[src/rtl/fifo_mem_ctrl_if.sv]
// Push/pop/memory bundle for the FIFO controller.
// slave = controller side, master = requesters, reader and array.
interface fifo_mem_ctrl_if #(
    parameter int DATASIZE = 8,
    parameter int ADDRSIZE = 4
);
    logic                req0_valid;
    logic [DATASIZE-1:0] req0_data;
    logic                req0_ready;
    logic                req1_valid;
    logic [DATASIZE-1:0] req1_data;
    logic                req1_ready;
    logic                rd_req;
    logic                rd_valid;
    logic [DATASIZE-1:0] rd_data;
    logic                mem_w_en;
    logic [ADDRSIZE-1:0] mem_waddr;
    logic [DATASIZE-1:0] mem_wdata;
    logic [ADDRSIZE-1:0] mem_raddr;
    logic [DATASIZE-1:0] mem_rdata;
    logic                full;
    logic                empty;
    logic [ADDRSIZE:0]   count;

    modport slave (
        input  req0_valid, req0_data,
        input  req1_valid, req1_data,
        input  rd_req, mem_rdata,
        output req0_ready, req1_ready,
        output rd_valid, rd_data,
        output mem_w_en, mem_waddr, mem_wdata, mem_raddr,
        output full, empty, count
    );

    modport master (
        output req0_valid, req0_data,
        output req1_valid, req1_data,
        output rd_req, mem_rdata,
        input  req0_ready, req1_ready,
        input  rd_valid, rd_data,
        input  mem_w_en, mem_waddr, mem_wdata, mem_raddr,
        input  full, empty, count
    );
endinterface

[src/rtl/fifo_mem_ctrl.sv]
// Single-clock FIFO controller: round-robin push arbiter,
// pointer/status tracking and a registered pop stage.
module fifo_mem_ctrl #(
    parameter int DATASIZE = 8,
    parameter int ADDRSIZE = 4
) (
    input logic            wclk,
    input logic            wrst,
    fifo_mem_ctrl_if.slave bus
);
    logic [ADDRSIZE:0]   wptr;
    logic [ADDRSIZE:0]   rptr;
    logic                last_grant;
    logic                grant0;
    logic                grant1;
    logic                push;
    logic                pop;
    logic                full_w;
    logic                empty_w;
    logic                rd_valid_q;
    logic [DATASIZE-1:0] rd_data_q;

    assign empty_w = (wptr == rptr);
    assign full_w  = (wptr[ADDRSIZE] != rptr[ADDRSIZE]) &&
                     (wptr[ADDRSIZE-1:0] == rptr[ADDRSIZE-1:0]);

    // Round-robin grant; last_grant=1 means requester 0 wins a tie.
    always_comb begin
        grant0 = 1'b0;
        grant1 = 1'b0;
        if (!wrst && !full_w) begin
            if (bus.req0_valid && bus.req1_valid) begin
                grant0 = last_grant;
                grant1 = !last_grant;
            end else begin
                grant0 = bus.req0_valid;
                grant1 = bus.req1_valid;
            end
        end
    end

    assign push = grant0 || grant1;
    assign pop  = !wrst && bus.rd_req && !empty_w;

    // Pointer, arbitration history and read-data register.
    always_ff @(posedge wclk) begin
        if (wrst) begin
            wptr       <= '0;
            rptr       <= '0;
            last_grant <= 1'b1;
            rd_valid_q <= 1'b0;
            rd_data_q  <= '0;
        end else begin
            if (push) begin
                wptr <= wptr + 1'b1;
            end
            if (grant0) begin
                last_grant <= 1'b0;
            end else if (grant1) begin
                last_grant <= 1'b1;
            end
            rd_valid_q <= pop;
            if (pop) begin
                rd_data_q <= bus.mem_rdata;
                rptr      <= rptr + 1'b1;
            end
        end
    end

    assign bus.req0_ready = grant0;
    assign bus.req1_ready = grant1;
    assign bus.mem_w_en   = push;
    assign bus.mem_waddr  = wptr[ADDRSIZE-1:0];
    assign bus.mem_wdata  = grant1 ? bus.req1_data : bus.req0_data;
    assign bus.mem_raddr  = rptr[ADDRSIZE-1:0];
    assign bus.rd_valid   = rd_valid_q;
    assign bus.rd_data    = rd_data_q;
    assign bus.full       = full_w;
    assign bus.empty      = empty_w;
    assign bus.count      = wptr - rptr;
endmodule
[src/flat_wrapper.sv]
// flat-port wrapper written by rule: the top's interface ports become plain ports
module fifo_mem_ctrl_flat 
#(
    parameter int DATASIZE = 8,
    parameter int ADDRSIZE = 4
)
  (wclk, wrst, bus_req0_valid, bus_req0_data, bus_req1_valid, bus_req1_data, bus_rd_req, bus_mem_rdata, bus_req0_ready, bus_req1_ready, bus_rd_valid, bus_rd_data, bus_mem_w_en, bus_mem_waddr, bus_mem_wdata, bus_mem_raddr, bus_full, bus_empty, bus_count);
  fifo_mem_ctrl_if #(.DATASIZE(DATASIZE), .ADDRSIZE(ADDRSIZE)) bus_i ();
  input logic wclk;
  input logic wrst;
  input wire logic [$bits(bus_i.req0_valid)-1:0] bus_req0_valid;
  input wire logic [$bits(bus_i.req0_data)-1:0] bus_req0_data;
  input wire logic [$bits(bus_i.req1_valid)-1:0] bus_req1_valid;
  input wire logic [$bits(bus_i.req1_data)-1:0] bus_req1_data;
  input wire logic [$bits(bus_i.rd_req)-1:0] bus_rd_req;
  input wire logic [$bits(bus_i.mem_rdata)-1:0] bus_mem_rdata;
  output wire logic [$bits(bus_i.req0_ready)-1:0] bus_req0_ready;
  output wire logic [$bits(bus_i.req1_ready)-1:0] bus_req1_ready;
  output wire logic [$bits(bus_i.rd_valid)-1:0] bus_rd_valid;
  output wire logic [$bits(bus_i.rd_data)-1:0] bus_rd_data;
  output wire logic [$bits(bus_i.mem_w_en)-1:0] bus_mem_w_en;
  output wire logic [$bits(bus_i.mem_waddr)-1:0] bus_mem_waddr;
  output wire logic [$bits(bus_i.mem_wdata)-1:0] bus_mem_wdata;
  output wire logic [$bits(bus_i.mem_raddr)-1:0] bus_mem_raddr;
  output wire logic [$bits(bus_i.full)-1:0] bus_full;
  output wire logic [$bits(bus_i.empty)-1:0] bus_empty;
  output wire logic [$bits(bus_i.count)-1:0] bus_count;
  assign bus_i.req0_valid = bus_req0_valid;
  assign bus_i.req0_data = bus_req0_data;
  assign bus_i.req1_valid = bus_req1_valid;
  assign bus_i.req1_data = bus_req1_data;
  assign bus_i.rd_req = bus_rd_req;
  assign bus_i.mem_rdata = bus_mem_rdata;
  assign bus_req0_ready = bus_i.req0_ready;
  assign bus_req1_ready = bus_i.req1_ready;
  assign bus_rd_valid = bus_i.rd_valid;
  assign bus_rd_data = bus_i.rd_data;
  assign bus_mem_w_en = bus_i.mem_w_en;
  assign bus_mem_waddr = bus_i.mem_waddr;
  assign bus_mem_wdata = bus_i.mem_wdata;
  assign bus_mem_raddr = bus_i.mem_raddr;
  assign bus_full = bus_i.full;
  assign bus_empty = bus_i.empty;
  assign bus_count = bus_i.count;
  fifo_mem_ctrl #(.DATASIZE(DATASIZE), .ADDRSIZE(ADDRSIZE)) u_core (.wclk(wclk), .wrst(wrst), .bus(bus_i));
endmodule
[config.mk]
export PLATFORM = sky130hd
export DESIGN_NAME = fifo_mem_ctrl_flat
export DESIGN_NICKNAME = d
export VERILOG_FILES = /design/src/rtl/fifo_mem_ctrl_if.sv /design/src/rtl/fifo_mem_ctrl.sv /design/src/flat_wrapper.sv
export SDC_FILE = /design/constraint.sdc
export NUM_CORES = 1
export LEC_CHECK = 0
export CAP_MARGIN = 20
export CORE_ASPECT_RATIO = 1.5
export CORE_MARGIN = 2
export CORE_UTILIZATION = 36
export CTS_BUF_LIST = sky130_fd_sc_hd__clkbuf_8
export DETAILED_ROUTE_END_ITERATION = 10
export GPL_TIMING_DRIVEN = 0
export PLACE_DENSITY_LB_ADDON = 0.2
export SETUP_SLACK_MARGIN = 0.05
export SLEW_MARGIN = 5
export SYNTH_ARGS = -nofsm -noshare
export SYNTH_HDL_FRONTEND = slang
export SYNTH_SLANG_ARGS = --single-unit
[constraint.sdc]
create_clock -name wclk -period 2.05 [get_ports wclk]
set_input_delay 0.205 -clock wclk [delete_from_list [all_inputs] [get_ports wclk]]
set_output_delay 0.205 -clock wclk [all_outputs]
set_load 0.01 [all_outputs]
==> PnR_summary.wiki <==
{| class="wikitable"
! Metric !! Value
|-
| Run status || finished, violations left
|-
| Failing checks || setup timing
|-
| Tightest hold margin || 455.1 ps
|-
| TritonCTS clock tree || done
|-
| Share of Yosys cell area claimed by the top area cell type || 0.3419
|-
| Later-pin clock latency in the skew report || 260 ps
|-
| Clock buffers created by TritonCTS || 3
|-
| Cell types with the largest area share after synthesis || sky130_fd_sc_hd__dfxtp_1 (34%), sky130_fd_sc_hd__mux2_2 (7.7%), sky130_fd_sc_hd__xnor2_1 (6.7%)
|-
| First-pass GRT wire length || 6.341 mm
|-
| Least-Margin Pin Slew || 793.1 ps
|-
| Multi-input gate area in the final layout || 763.2 sq um
|-
| Unrepaired setup endpoints after global routing || true
|-
| Synth Warn # || 0
|-
| Count of different cell masters after synthesis || 29
|-
| Wirelength per Cell || 14.29 um
|-
| Number of antenna violations at the first check in global routing || 0
|-
| Total core area || 3128 sq um
|-
| Final clock skew || 5.450 ps
|-
| Number of antenna diodes || 0
|-
| Overall fraction of global-route tracks in use || 0.2228
|-
| Headroom to the max-slew limit || 0.4702
|-
| Routed Wire Length || 3.859 mm
|-
| Clock input transition at the sequential cells of the worst setup and hold paths || 80 ps
|-
| Critical Path Fanout Max || 6
|-
| Total Nets Final || 267
|-
| Clock tree root driver cell || sky130_fd_sc_hd__clkbuf_8
|-
| Register bit total from synthesis || 20
|-
| Routability cong. || 0.7284
|-
| DRC Markers || 0
|-
| Storage cell area || 422.9 sq um
|-
| Maximum clock frequency || 409.0 MHz
|-
| Syn_area_per_cell || 8.611 sq um
|-
| Number of top-level pins || 64
|-
| Worst endpoint required time || 1850 ps
|-
| Portion of the post-synthesis area used by sequential elements || 0.3419
|-
| Final hold violation count || 0
|-
| Initial core utilization || 0.3744
|-
| Final Max Tran Viols || 0
|-
| Number of nets in the synthesized netlist || 172
|-
| Via density per instance || 4.815
|-
| Largest net degree at the start of global routing || 12
|-
| Fraction of layout cells with a size suffix above 1 || 0.3435
|-
| Post-synthesis to final-layout area growth || 94.44%
|-
| Type of the worst setup path || reg2out
|-
| Cells after Synth || 136
|-
| DP HPWL || 2.633 mm
|-
| Vias in the first global route || 1378
|-
| Critical Path End Type || primary output
|-
| Final setup violation count || 10
|-
| CTS Buffer Depth || 2
|-
| Deepest level of the CTS H-tree || 1
|-
| Vias || 1300
|-
| Cell Area, Synth || 1171 sq um
|-
| Die Outline Area || 3735 sq um
|-
| Data arrival time of the critical path || 2240 ps
|-
| Library cell occupying the most area in the post-synthesis netlist || sky130_fd_sc_hd__dfxtp_1
|-
| Grt total ovfl || 0
|-
| Post-route fraction of the period consumed by the critical path || 1.193
|-
| Crit path time final || 2445 ps
|-
| Chip Height || 73.86 um
|-
| Number of search-and-repair iterations in the first detailed-routing pass || 4
|-
| Final setup slack of the worst path || -395.2 ps
|-
| Row count || 25
|-
| Critical Path Source Type || flip-flop
|-
| Type of the worst min-delay path || reg2reg
|-
| Violation count after the first detailed-routing iteration || 14
|-
| Placed Instance Area || 1949 sq um
|-
| Antenna Nets Post-Route || 0
|-
| Filler cell count in the final layout || 231
|-
| Number of buffers inserted by port buffering || 63
|-
| Number of sinks handled by clock tree synthesis || 20
|-
| Total power density per cell area || 662.9 nW/um^2
|-
| Leakage power summed over all cells || 0.9668 nW
|-
| Worst voltage drop across the vdd grid || 0.0006008 V
|-
| Design Area, Final || 2277 sq um
|-
| Max-cap violation count || 0
|-
| Die outline width || 50.57 um
|-
| Hold bufs inserted after CTS || 0
|}
==> registers in the layout, summed over array words and instances (netlist names) <==
register and count:
u_core.rptr 5, u_core.bus.rd_valid 1, u_core.last_grant 1, u_core.bus.rd_data 8, u_core.wptr 5
==> metal layers <==
layer | up-vias | wire (um) | global-route usage
met3 | 10 | 169 | 0.04472
met4 | 0 | 122 | 0.09910
li1 | 643 | - | -
met1 | 601 | 1368 | 0.2365
met5 | - | 0 | 0
met2 | 46 | 2199 | 0.4167
==> synthesized netlist by cell type <==
library cell                number
sky130_fd_sc_hd__xor2_1          2
sky130_fd_sc_hd__xnor2_1         9
sky130_fd_sc_hd__nor3_1          1
sky130_fd_sc_hd__nor2_1         11
sky130_fd_sc_hd__o21ai_0         4
sky130_fd_sc_hd__xnor2_2         1
sky130_fd_sc_hd__nand4_1         2
sky130_fd_sc_hd__o211ai_1        1
sky130_fd_sc_hd__mux2i_1         1
sky130_fd_sc_hd__and4_1          1
sky130_fd_sc_hd__a2111oi_4       1
sky130_fd_sc_hd__or3_1           1
sky130_fd_sc_hd__a21boi_1        1
sky130_fd_sc_hd__ha_1            6
sky130_fd_sc_hd__buf_4           8
sky130_fd_sc_hd__inv_1          11
sky130_fd_sc_hd__o22ai_1         1
sky130_fd_sc_hd__mux2_2          8
sky130_fd_sc_hd__clkbuf_1        3
sky130_fd_sc_hd__a21o_1          2
sky130_fd_sc_hd__a21oi_1        15
sky130_fd_sc_hd__fa_1            1
sky130_fd_sc_hd__nand2_1        19
sky130_fd_sc_hd__o221ai_1        1
sky130_fd_sc_hd__dfxtp_1        20
sky130_fd_sc_hd__nand3_1         1
sky130_fd_sc_hd__o2111ai_1       2
sky130_fd_sc_hd__o311ai_0        1
sky130_fd_sc_hd__nor2_2          1
==> area by class of cell <==
| cell class | instances | share of cell area |
|---|---|---|
| Buffer | 11 | 0.03297 |
| Clock buffer | 3 | 0.01813 |
| Clock inverter | 1 | 0.001648 |
| Inverter | 11 | 0.01813 |
| Multi-Input combinational cell | 94 | 0.3352 |
| Sequential cell | 20 | 0.1857 |
| Tap cell | 40 | 0.02198 |
| Timing Repair Buffer | 90 | 0.3863 |
==> through the flow <==
stage | power [mW] | utilization | std cells | setup WS, ps | setup TNS, ps
after global routing | 1.613 | 0.7280 | 270 | -465.6 | -5245
final | 1.510 | 0.7280 | 270 | -395.2 | -3074
after CTS | 1.506 | 0.7240 | 266 | -419.2 | -3162
after global placement | 1.171 | 0.6232 | 239 | -743.1 | -6560
after detailed placement | 1.189 | 0.6232 | 239 | -802.6 | -7846
after floorplan | 0.8448 | - | 136 | -171.1 | -1369
==> repair_timing <==
action,in CTS,in global routing
pin swaps,4,4
gates cloned,1,0
resized for setup,69,10
endpoints found under the hold margin,0,0
setup buffers,22,6
setup endpoints to repair,27,23
==> worst max-delay path: stages (launching register included) <==
cell	delay, ps
sky130_fd_sc_hd__dfxtp_4	380
sky130_fd_sc_hd__ha_4	250
sky130_fd_sc_hd__nand4_1	180
sky130_fd_sc_hd__nor2_4	70
sky130_fd_sc_hd__a2111oi_4	300
sky130_fd_sc_hd__buf_4	180
sky130_fd_sc_hd__clkbuf_16	120
sky130_fd_sc_hd__buf_6	90
sky130_fd_sc_hd__mux2_4	300
sky130_fd_sc_hd__buf_6	120
==> cell usage in the layout (no fill, tap or decap), drive strengths merged, types with 2 or more instances in the layout <==
cell / netlist / final
dlygate4sd2: 0 / 4
buf: 8 / 44
nand2: 19 / 19
clkdlybuf4s50: 0 / 46
dfxtp: 20 / 20
o21ai: 4 / 4
o2111ai: 2 / 2
nand4: 2 / 2
clkbuf: 3 / 8
nor2: 12 / 12
xor2: 2 / 2
inv: 11 / 12
a21oi: 15 / 15
ha: 6 / 6
xnor2: 10 / 10
mux2: 8 / 8
a21o: 2 / 2
==> cell families (layout without fill, tap and decap cells) <==
| family | count (synthesis) | in the layout | synth area share |
|---|---|---|---|
| AND/OR/NAND/NOR | 37 | 37 | 0.1335 |
| flip-flops | 20 | 20 | 0.3419 |
| AO/OA/AOI/OAI | 29 | 29 | 0.1656 |
| adder cells (fa/ha/maj) | 7 | 7 | 0.08120 |
| buffers and inverters | 22 | 116 | 0.09616 |
| multiplexers | 9 | 9 | 0.08547 |
| XOR/XNOR | 12 | 12 | 0.09616 |
==> worst paths after layout <==
path	startpoint	to	slack, ps	cells after the start
setup reg to reg	u_core.rptr[1]	u_core.bus.rd_data[1]	10	9
hold reg to reg	u_core.bus.rd_data[3]	u_core.bus.rd_data[3]	460	2
hold / removal	u_core.bus.rd_data[3]	u_core.bus.rd_data[3]	460	2
setup / recovery	u_core.wptr[1]	bus_mem_wdata[0]	-400	9
==> where the power goes <==
| group | switching [mW] | internal [mW] |
|---|---|---|
| Sequential | 0.0332 | 0.437 |
| Clock | 0.132 | 0.134 |
| Combinational | 0.342 | 0.432 |
| Total | 0.507 | 1.00 |
Note: power is estimated with default switching activity, not from simulation.
